[src/rtl/hazard3_regfile_ctrl_pkg.sv]
// Shared definitions for the Hazard3 register-file access controller:
// FSM state encodings and the ACK/ERR field values driven on the debug port.
package hazard3_regfile_ctrl_pkg;

    // 2-bit state encodings; SCRUB is only reachable when HAZARD3_REGFILE_SCRUB_EN is defined
    typedef enum logic [1:0] {
        ST_SCRUB = 2'd0,
        ST_IDLE  = 2'd1,
        ST_RD    = 2'd2,
        ST_ACK   = 2'd3
    } state_t;

    // Values carried on dbg_ack / dbg_err
    localparam logic ACK_NONE       = 1'b0;
    localparam logic ACK_PULSE      = 1'b1;
    localparam logic ERR_NONE       = 1'b0;
    localparam logic ERR_NOT_HALTED = 1'b1;

endpackage

[src/rtl/hazard3_regfile_scrub.sv]
// Post-reset scrub sequencer: walks a write address from 0 to N_REGS-1 while
// enabled and flags the final address. Only instantiated when
// HAZARD3_REGFILE_SCRUB_EN is defined.
module hazard3_regfile_scrub #(
    parameter int N_REGS = 32,
    parameter int W_ADDR = $clog2(N_REGS)
) (
    input  logic              clk,
    input  logic              rst_n,
    input  logic              en,
    output logic [W_ADDR-1:0] cnt,
    output logic              done
);

    // Address counter; an asynchronous reset always restarts the walk at x0
    always_ff @(posedge clk or negedge rst_n) begin
        if (!rst_n) begin
            cnt <= '0;
        end else if (en) begin
            cnt <= cnt + 1'b1;
        end
    end

    assign done = (cnt == W_ADDR'(N_REGS - 1));

endmodule

[src/rtl/hazard3_regfile_ctrl.sv]
// Register-file access controller for a 1W2R regfile. Core ports pass
// straight through in IDLE; a halted core lends read port 1 or the write port
// to the debug module. Optional post-reset zero scrub is enabled by defining
// HAZARD3_REGFILE_SCRUB_EN.
//
// Debug handshake: dbg_req is held (with dbg_write/dbg_addr/dbg_wdata stable)
// until the single-cycle dbg_ack pulse; dbg_err and dbg_rdata are valid with
// dbg_ack, and dbg_rdata holds until the next read completes.
module hazard3_regfile_ctrl
    import hazard3_regfile_ctrl_pkg::*;
#(
    parameter int N_REGS = 32,
    parameter int W_DATA = 32,
    parameter int W_ADDR = $clog2(N_REGS)
) (
    input  logic              clk,
    input  logic              rst_n,
    input  logic [W_ADDR-1:0] core_raddr1,
    input  logic [W_ADDR-1:0] core_raddr2,
    input  logic [W_ADDR-1:0] core_waddr,
    input  logic [W_DATA-1:0] core_wdata,
    input  logic              core_wen,
    input  logic              core_halted,
    output logic              core_stall,
    input  logic              dbg_req,
    input  logic              dbg_write,
    input  logic [W_ADDR-1:0] dbg_addr,
    input  logic [W_DATA-1:0] dbg_wdata,
    output logic              dbg_ack,
    output logic              dbg_err,
    output logic [W_DATA-1:0] dbg_rdata,
    output logic [W_ADDR-1:0] rf_raddr1,
    output logic [W_ADDR-1:0] rf_raddr2,
    output logic [W_ADDR-1:0] rf_waddr,
    output logic [W_DATA-1:0] rf_wdata,
    output logic              rf_wen,
    input  logic [W_DATA-1:0] rf_rdata1
);

    state_t state;
    logic   accept;
    logic   reject;

`ifdef HAZARD3_REGFILE_SCRUB_EN
    localparam state_t RESET_STATE = ST_SCRUB;

    logic [W_ADDR-1:0] scrub_cnt;
    logic              scrub_done;

    hazard3_regfile_scrub #(
        .N_REGS (N_REGS),
        .W_ADDR (W_ADDR)
    ) u_scrub (
        .clk   (clk),
        .rst_n (rst_n),
        .en    (state == ST_SCRUB),
        .cnt   (scrub_cnt),
        .done  (scrub_done)
    );
`else
    localparam state_t RESET_STATE = ST_IDLE;
`endif

    // A draining core writeback wins; debug waits for the first cycle without one
    assign accept = (state == ST_IDLE) && dbg_req && core_halted && !core_wen;
    assign reject = (state == ST_IDLE) && dbg_req && !core_halted;

    // Regfile port steering: core passthrough unless scrub or debug owns the ports
    always_comb begin
        rf_raddr1  = core_raddr1;
        rf_raddr2  = core_raddr2;
        rf_waddr   = core_waddr;
        rf_wdata   = core_wdata;
        rf_wen     = core_wen;
        core_stall = 1'b0;
        case (state)
`ifdef HAZARD3_REGFILE_SCRUB_EN
            ST_SCRUB: begin
                rf_wen     = 1'b1;
                rf_waddr   = scrub_cnt;
                rf_wdata   = '0;
                core_stall = 1'b1;
            end
`endif
            ST_IDLE: begin
                if (accept) begin
                    core_stall = 1'b1;
                    if (dbg_write) begin
                        // x0 is hardwired to zero, so the write is dropped but still acked
                        rf_wen   = (dbg_addr != '0);
                        rf_waddr = dbg_addr;
                        rf_wdata = dbg_wdata;
                    end else begin
                        rf_raddr1 = dbg_addr;
                    end
                end
            end
            ST_RD: begin
                core_stall = 1'b1;
                rf_raddr1  = dbg_addr;
                rf_wen     = 1'b0;
            end
            default: begin
            end
        endcase
    end

    // Control FSM with registered debug response outputs
    always_ff @(posedge clk or negedge rst_n) begin
        if (!rst_n) begin
            state     <= RESET_STATE;
            dbg_ack   <= ACK_NONE;
            dbg_err   <= ERR_NONE;
            dbg_rdata <= '0;
        end else begin
            case (state)
`ifdef HAZARD3_REGFILE_SCRUB_EN
                ST_SCRUB: begin
                    if (scrub_done) begin
                        state <= ST_IDLE;
                    end
                end
`endif
                ST_IDLE: begin
                    dbg_ack <= ACK_NONE;
                    dbg_err <= ERR_NONE;
                    if (reject) begin
                        dbg_ack <= ACK_PULSE;
                        dbg_err <= ERR_NOT_HALTED;
                        state   <= ST_ACK;
                    end else if (accept) begin
                        if (dbg_write) begin
                            dbg_ack <= ACK_PULSE;
                            state   <= ST_ACK;
                        end else begin
                            state <= ST_RD;
                        end
                    end
                end
                ST_RD: begin
                    // Read data arrives one cycle after the address issued in the accept cycle
                    dbg_rdata <= (dbg_addr == '0) ? '0 : rf_rdata1;
                    dbg_ack   <= ACK_PULSE;
                    dbg_err   <= ERR_NONE;
                    state     <= ST_ACK;
                end
                ST_ACK: begin
                    dbg_ack <= ACK_NONE;
                    dbg_err <= ERR_NONE;
                    state   <= ST_IDLE;
                end
                default: begin
                    state <= ST_IDLE;
                end
            endcase
        end
    end

endmodule

[config.mk]
export PLATFORM = sky130hd
export DESIGN_NAME = hazard3_regfile_ctrl
export DESIGN_NICKNAME = d
export VERILOG_FILES = /design/src/rtl/hazard3_regfile_ctrl_pkg.sv /design/src/rtl/hazard3_regfile_scrub.sv /design/src/rtl/hazard3_regfile_ctrl.sv
export SDC_FILE = /design/constraint.sdc
export NUM_CORES = 1
export LEC_CHECK = 0
export ABC_AREA = 1
export CORE_MARGIN = 1.5
export CORE_UTILIZATION = 31
export DETAILED_ROUTE_END_ITERATION = 10
export GPL_ROUTABILITY_DRIVEN = 0
export HOLD_SLACK_MARGIN = 0.1
export MAX_ROUTING_LAYER = met4
export PLACE_DENSITY = 0.83
export SYNTH_ARGS = -nofsm -noshare
export SYNTH_HDL_FRONTEND = slang
export SYNTH_SLANG_ARGS = --single-unit
[constraint.sdc]
create_clock -name clk -period 2.5 [get_ports clk]
set_input_delay 0.625 -clock clk [delete_from_list [all_inputs] [get_ports clk]]
set_output_delay 0.625 -clock clk [all_outputs]
set_load 0.1 [all_outputs]
; After elaboration in Yosys (flattened, before gate mapping)
; Index checks and enable logic that the tools add are counted.
[op_classes]
n_eq_ne = 4
mux = 25
reduce_logical = 11
[ops]
columns = op, n
row1 = 32-bit two-way mux, 4
row2 = 5-bit two-way mux, 5
row3 = 5-bit case mux with 2 select lines, 1
row4 = 1-bit two-way mux, 8
row5 = 1-bit case mux with 2 select lines, 3
row6 = 5-bit zero test, 1
row7 = 5-bit nonzero test, 1
row8 = "2-bit == test, second input constant", 2
row9 = 1-bit logical AND, 4
row10 = 2-bit two-way mux, 2
row11 = 2-bit case mux with 2 select lines, 1
row12 = "3-bit != test, second input constant", 1
row13 = 1-bit case mux with 3 select lines, 1
row14 = 3-bit nonzero test, 1
row15 = "2-bit by 1-bit == test with 1-bit output, second input constant", 1
row16 = 1-bit zero test, 2
row17 = 2-bit nonzero test, 1
row18 = 2-bit OR reduction, 1
[word_totals]
reg_bits = 36
inputBits = 122
output_inout_bits = 83
word_cells = 44

; Depth between registers and ports, before layout
[logic_depth]
ltp_word = 7
ltp_mapped = 9
ltp_nobuf = 9

; Worst setup path after synthesis
; No wires, ideal clock.
[synth_timing]
path_type = register -> output
from = register state[0]
to = output port rf_wen
arrival_time_ps = 2766
t_required_ps = 1875
slack_ps = -891
path_stages_with_launch = 7
n_path_buf = 1
cell_sequence = dfstp_2 > inv_1 > ha_1 > clkbuf_1 > nand2_1 > nand3b_1 > a21oi_1
[synth_via]
elab_chain_cells = 6
word_cells_on_any_way = 7
cone_classes = eq/ne: 2 / mux: 2 / reduce/logical: 3
[synth_rtl]
columns = item, line_no
row1 = start: declaration, hazard3_regfile_ctrl.sv:40  ; state_t state;
row2 = start signal: assignment, hazard3_regfile_ctrl.sv:111  ; state <= RESET_STATE;
row3 = start signal: assignment, hazard3_regfile_ctrl.sv:130  ; state <= ST_ACK;
row4 = start signal: assignment, hazard3_regfile_ctrl.sv:134  ; state <= ST_ACK;
row5 = 2-bit by 1-bit == test with 1-bit output, "hazard3_regfile_ctrl.sv:65, hazard3_regfile_ctrl.sv:76"
row6 = 1-bit logical AND (3 in series), hazard3_regfile_ctrl.sv:65  ; assign accept = (state == ST_IDLE) && dbg_req && core_halted && !core_wen;
row7 = 1-bit two-way mux, hazard3_regfile_ctrl.sv:86  ; if (accept) begin
row8 = 1-bit case mux with 2 select lines *, hazard3_regfile_ctrl.sv:76  ; case (state)
row9 = end: declaration, hazard3_regfile_ctrl.sv:36  ; output logic rf_wen,
; Every way passes the cells marked *; elsewhere a longest branch is shown, timed or not.

; Worst setup path in the final report
[layout_timing]
from = input port core_wen
to = output port rf_wdata[19]
[layout_via]
elab_chain_cells = 4
[layout_rtl]
columns = item, line_no
row1 = start: declaration, hazard3_regfile_ctrl.sv:22  ; input logic core_wen,
row2 = 1-bit zero test, hazard3_regfile_ctrl.sv:65
row3 = 1-bit logical AND, hazard3_regfile_ctrl.sv:65
row4 = 32-bit two-way mux, hazard3_regfile_ctrl.sv:86
row5 = 32-bit two-way mux, hazard3_regfile_ctrl.sv:76
row6 = end: declaration, hazard3_regfile_ctrl.sv:35  ; output logic [W_DATA-1:0] rf_wdata,
; No other way between the ends.

==> impl_metrics.ini <==
[critical_path]
cp_cell_sequence = clkdlybuf4s50_1, inv_1, nand3_4, buf_6, clkbuf_16, nand2_1, nand2_2, buf_12
crit_arrival_ps = 1980
path_max_fanout = 15
cp.buffers_inverters = 5
cp.required_ps = 1880
path_class = input pin to output port
cp-end-kind = output port
slowest_delay_ps = 450
crit_slowest_cell = clkdlybuf4s50_1
crit_family = buffers and inverters
startpoint_type = input pin

[layout]
fin_cells = 609
antenna_cells = 0
post-route-util = 0.759
drive_gt1_frac = 0.365
nFillCells = 455
finalInstanceArea_sq_um = 5130
area_growth_pct = 137
multi_input_area_sq_um = 1420
final_nets = 654
seq_area_sq_um = 902

[sta]
hold_ws_ps = 425
setup_slack_ps = -103
finalSetupViolCount = 44
tns_ps = -2730
finalCriticalPeriod_ps = 2600
post-route-period-util = 1.04
tightest_slew_ps = 798
skew_ps = 10.1
grt_setup_unrepaired = true
max_freq_mhz = 384
finalHoldViolCount = 0
maxSlewHeadroom = 0.468
finalMaxSlewViolations = 0

[min_path]
min_path_type = input pin to asynchronous set/reset pin

[clock_tree]
cts_root_buf = clkbuf_8
clock_latency_ps = 280
cts_tree = yes
cts_sinks = 36
cts_hold_buffers = 0
htreeDepth = 2
cts_buffers = 5
clock_path_buffers = 2
clk_pin_slew_ps = 70

[global_route]
grt_use_total = 0.270
grt_pass1_vias = 2998
grt_max_degree = 37
gr-total-overflow = 0
grt_pass1_wl_microns = 15000
antenna_found_initial = 0

[flow_run]
drv_cap = 0

[logic_synthesis]
synth_warnings = 0
ys_async_sr_fraction = 1.00
synth.distinct_cells = 21
ys_ff_latch = 36
synth_seq_area_share = 0.417
syn_nets = 452
synth_common_cells = nand2_1 (190), nand3_1 (36), dfrtp_1 (35), inv_1 (11), clkbuf_1 (9)
synth_area_leaders = dfrtp_1 (41%), nand2_1 (33%), nand3_1 (8.3%)
yosysTopAreaCellShare = 0.405
yosysTopAreaCell = dfrtp_1
avgSynthCellArea_sq_um = 6.63
synthCells = 326
syn_area_sq_um = 2160
synth.most_common_cell = nand2_1
yosys_most_used_dff = dfrtp_1
synth-edff-count = 0

[floorplan]
rows = 30
initial_utilization = 0.320
die_y_microns = 86.5
io_pins = 205
core_area_sq_um = 6760
dieArea_sq_um = 7480
die-width_microns = 86.5

[power]
peakVddDrop_v = 0.00138
cellPowerDensity_nw_per_um2 = 1300
power.total_mw = 6.67
leakage_nw = 2.49

[drt]
drcViolationCount = 0
avgViaCountPerCell = 4.91
antenna_left = 0
drtPass1Iterations = 4
wl_per_cell_microns = 16.8
drt_iter0_drc = 134
num_vias = 2991
routed_wl_microns = 10200

[status]
violations = setup timing
status = finished, violations left

[placement]
pre_cts_ws_ps = -240
portBuffers = 194
dpl.hpwl_microns = 7520
place_area_sq_um = 4680
dp.cells = 592
layout by cell type (no fill, tap or decap), types with 2 or more instances in the layout:
master / Yosys / layout
a21oi_4: 0 / 2
buf_12: 0 / 47
buf_4: 5 / 48
buf_6: 3 / 4
clkbuf_1: 9 / 2
clkbuf_8: 0 / 5
clkdlybuf4s50_1: 0 / 112
clkinv_4: 0 / 3
dfrtp_1: 35 / 35
dlygate4sd2_1: 0 / 3
ha_4: 0 / 2
inv_1: 11 / 9
inv_2: 0 / 2
nand2_1: 190 / 122
nand2_2: 0 / 57
nand2_4: 0 / 10
nand3_1: 36 / 35
nand3_4: 0 / 2
nand4_1: 6 / 6
nor2_1: 4 / 4
o21ai_0: 5 / 4
o21ai_4: 0 / 3
cells by family after synthesis:
| family | share of synthesized area |
|---|---|
| AO/OA/AOI/OAI | 0.0255 |
| adder cells (fa/ha/maj) | 0.0232 |
| buffers and inverters | 0.0851 |
| flip-flops | 0.417 |
| AND/OR/NAND/NOR | 0.449 |
layout make-up:
class,instances,share of cell area
inverter,13,0.0115
sequential,36,0.176
clock inverter,1,0.00171
multi-input combinational,254,0.276
tap,80,0.0195
timing repair buffer,218,0.500
clock buffer,7,0.0149
layer usage:
layer	routed length [microns]	vias up	track usage
met5	0	-	-
met4	291	0	0.110
met2	5350	131	0.488
met1	3850	1421	0.283
li1	-	1417	-
met3	737	22	0.0590
flip-flops by register name, summed over array words and instances (netlist names):
register / count
dbg_ack: 1
dbg_err: 1
dbg_rdata: 32
state: 2
what timing repair did:
item	in CTS	in global routing
gates resized for setup	56	20
cloned	2	1
endpoints found under the setup margin	44	44
pin swaps	8	9
setup buffers	8	0
report_power, final:
part | internal (mW) | switching, mW | total [mW]
combinational | 1.41 | 3.82 | 5.23
sequential | 0.876 | 0.170 | 1.05
clock | 0.199 | 0.202 | 0.400
total | 2.49 | 4.19 | 6.67
worst paths after layout:
| path | from | to | slack (ps) | depth (start not counted) |
|---|---|---|---|---|
| worst max-delay path | core_wen | rf_wdata[19] | -100 | 8 |
| worst min-delay path | rst_n | dbg_rdata[27] | 420 | 1 |
| worst max register to register | state[0] | state[0] | 810 | 9 |
| worst min register to register | dbg_rdata[28] | dbg_rdata[28] | 480 | 2 |
| max in group asynchronous | rst_n | dbg_ack | 1570 | 1 |
| min in group clk | dbg_rdata[28] | dbg_rdata[28] | 480 | 2 |
Note: power is estimated with default switching activity, not from simulation.
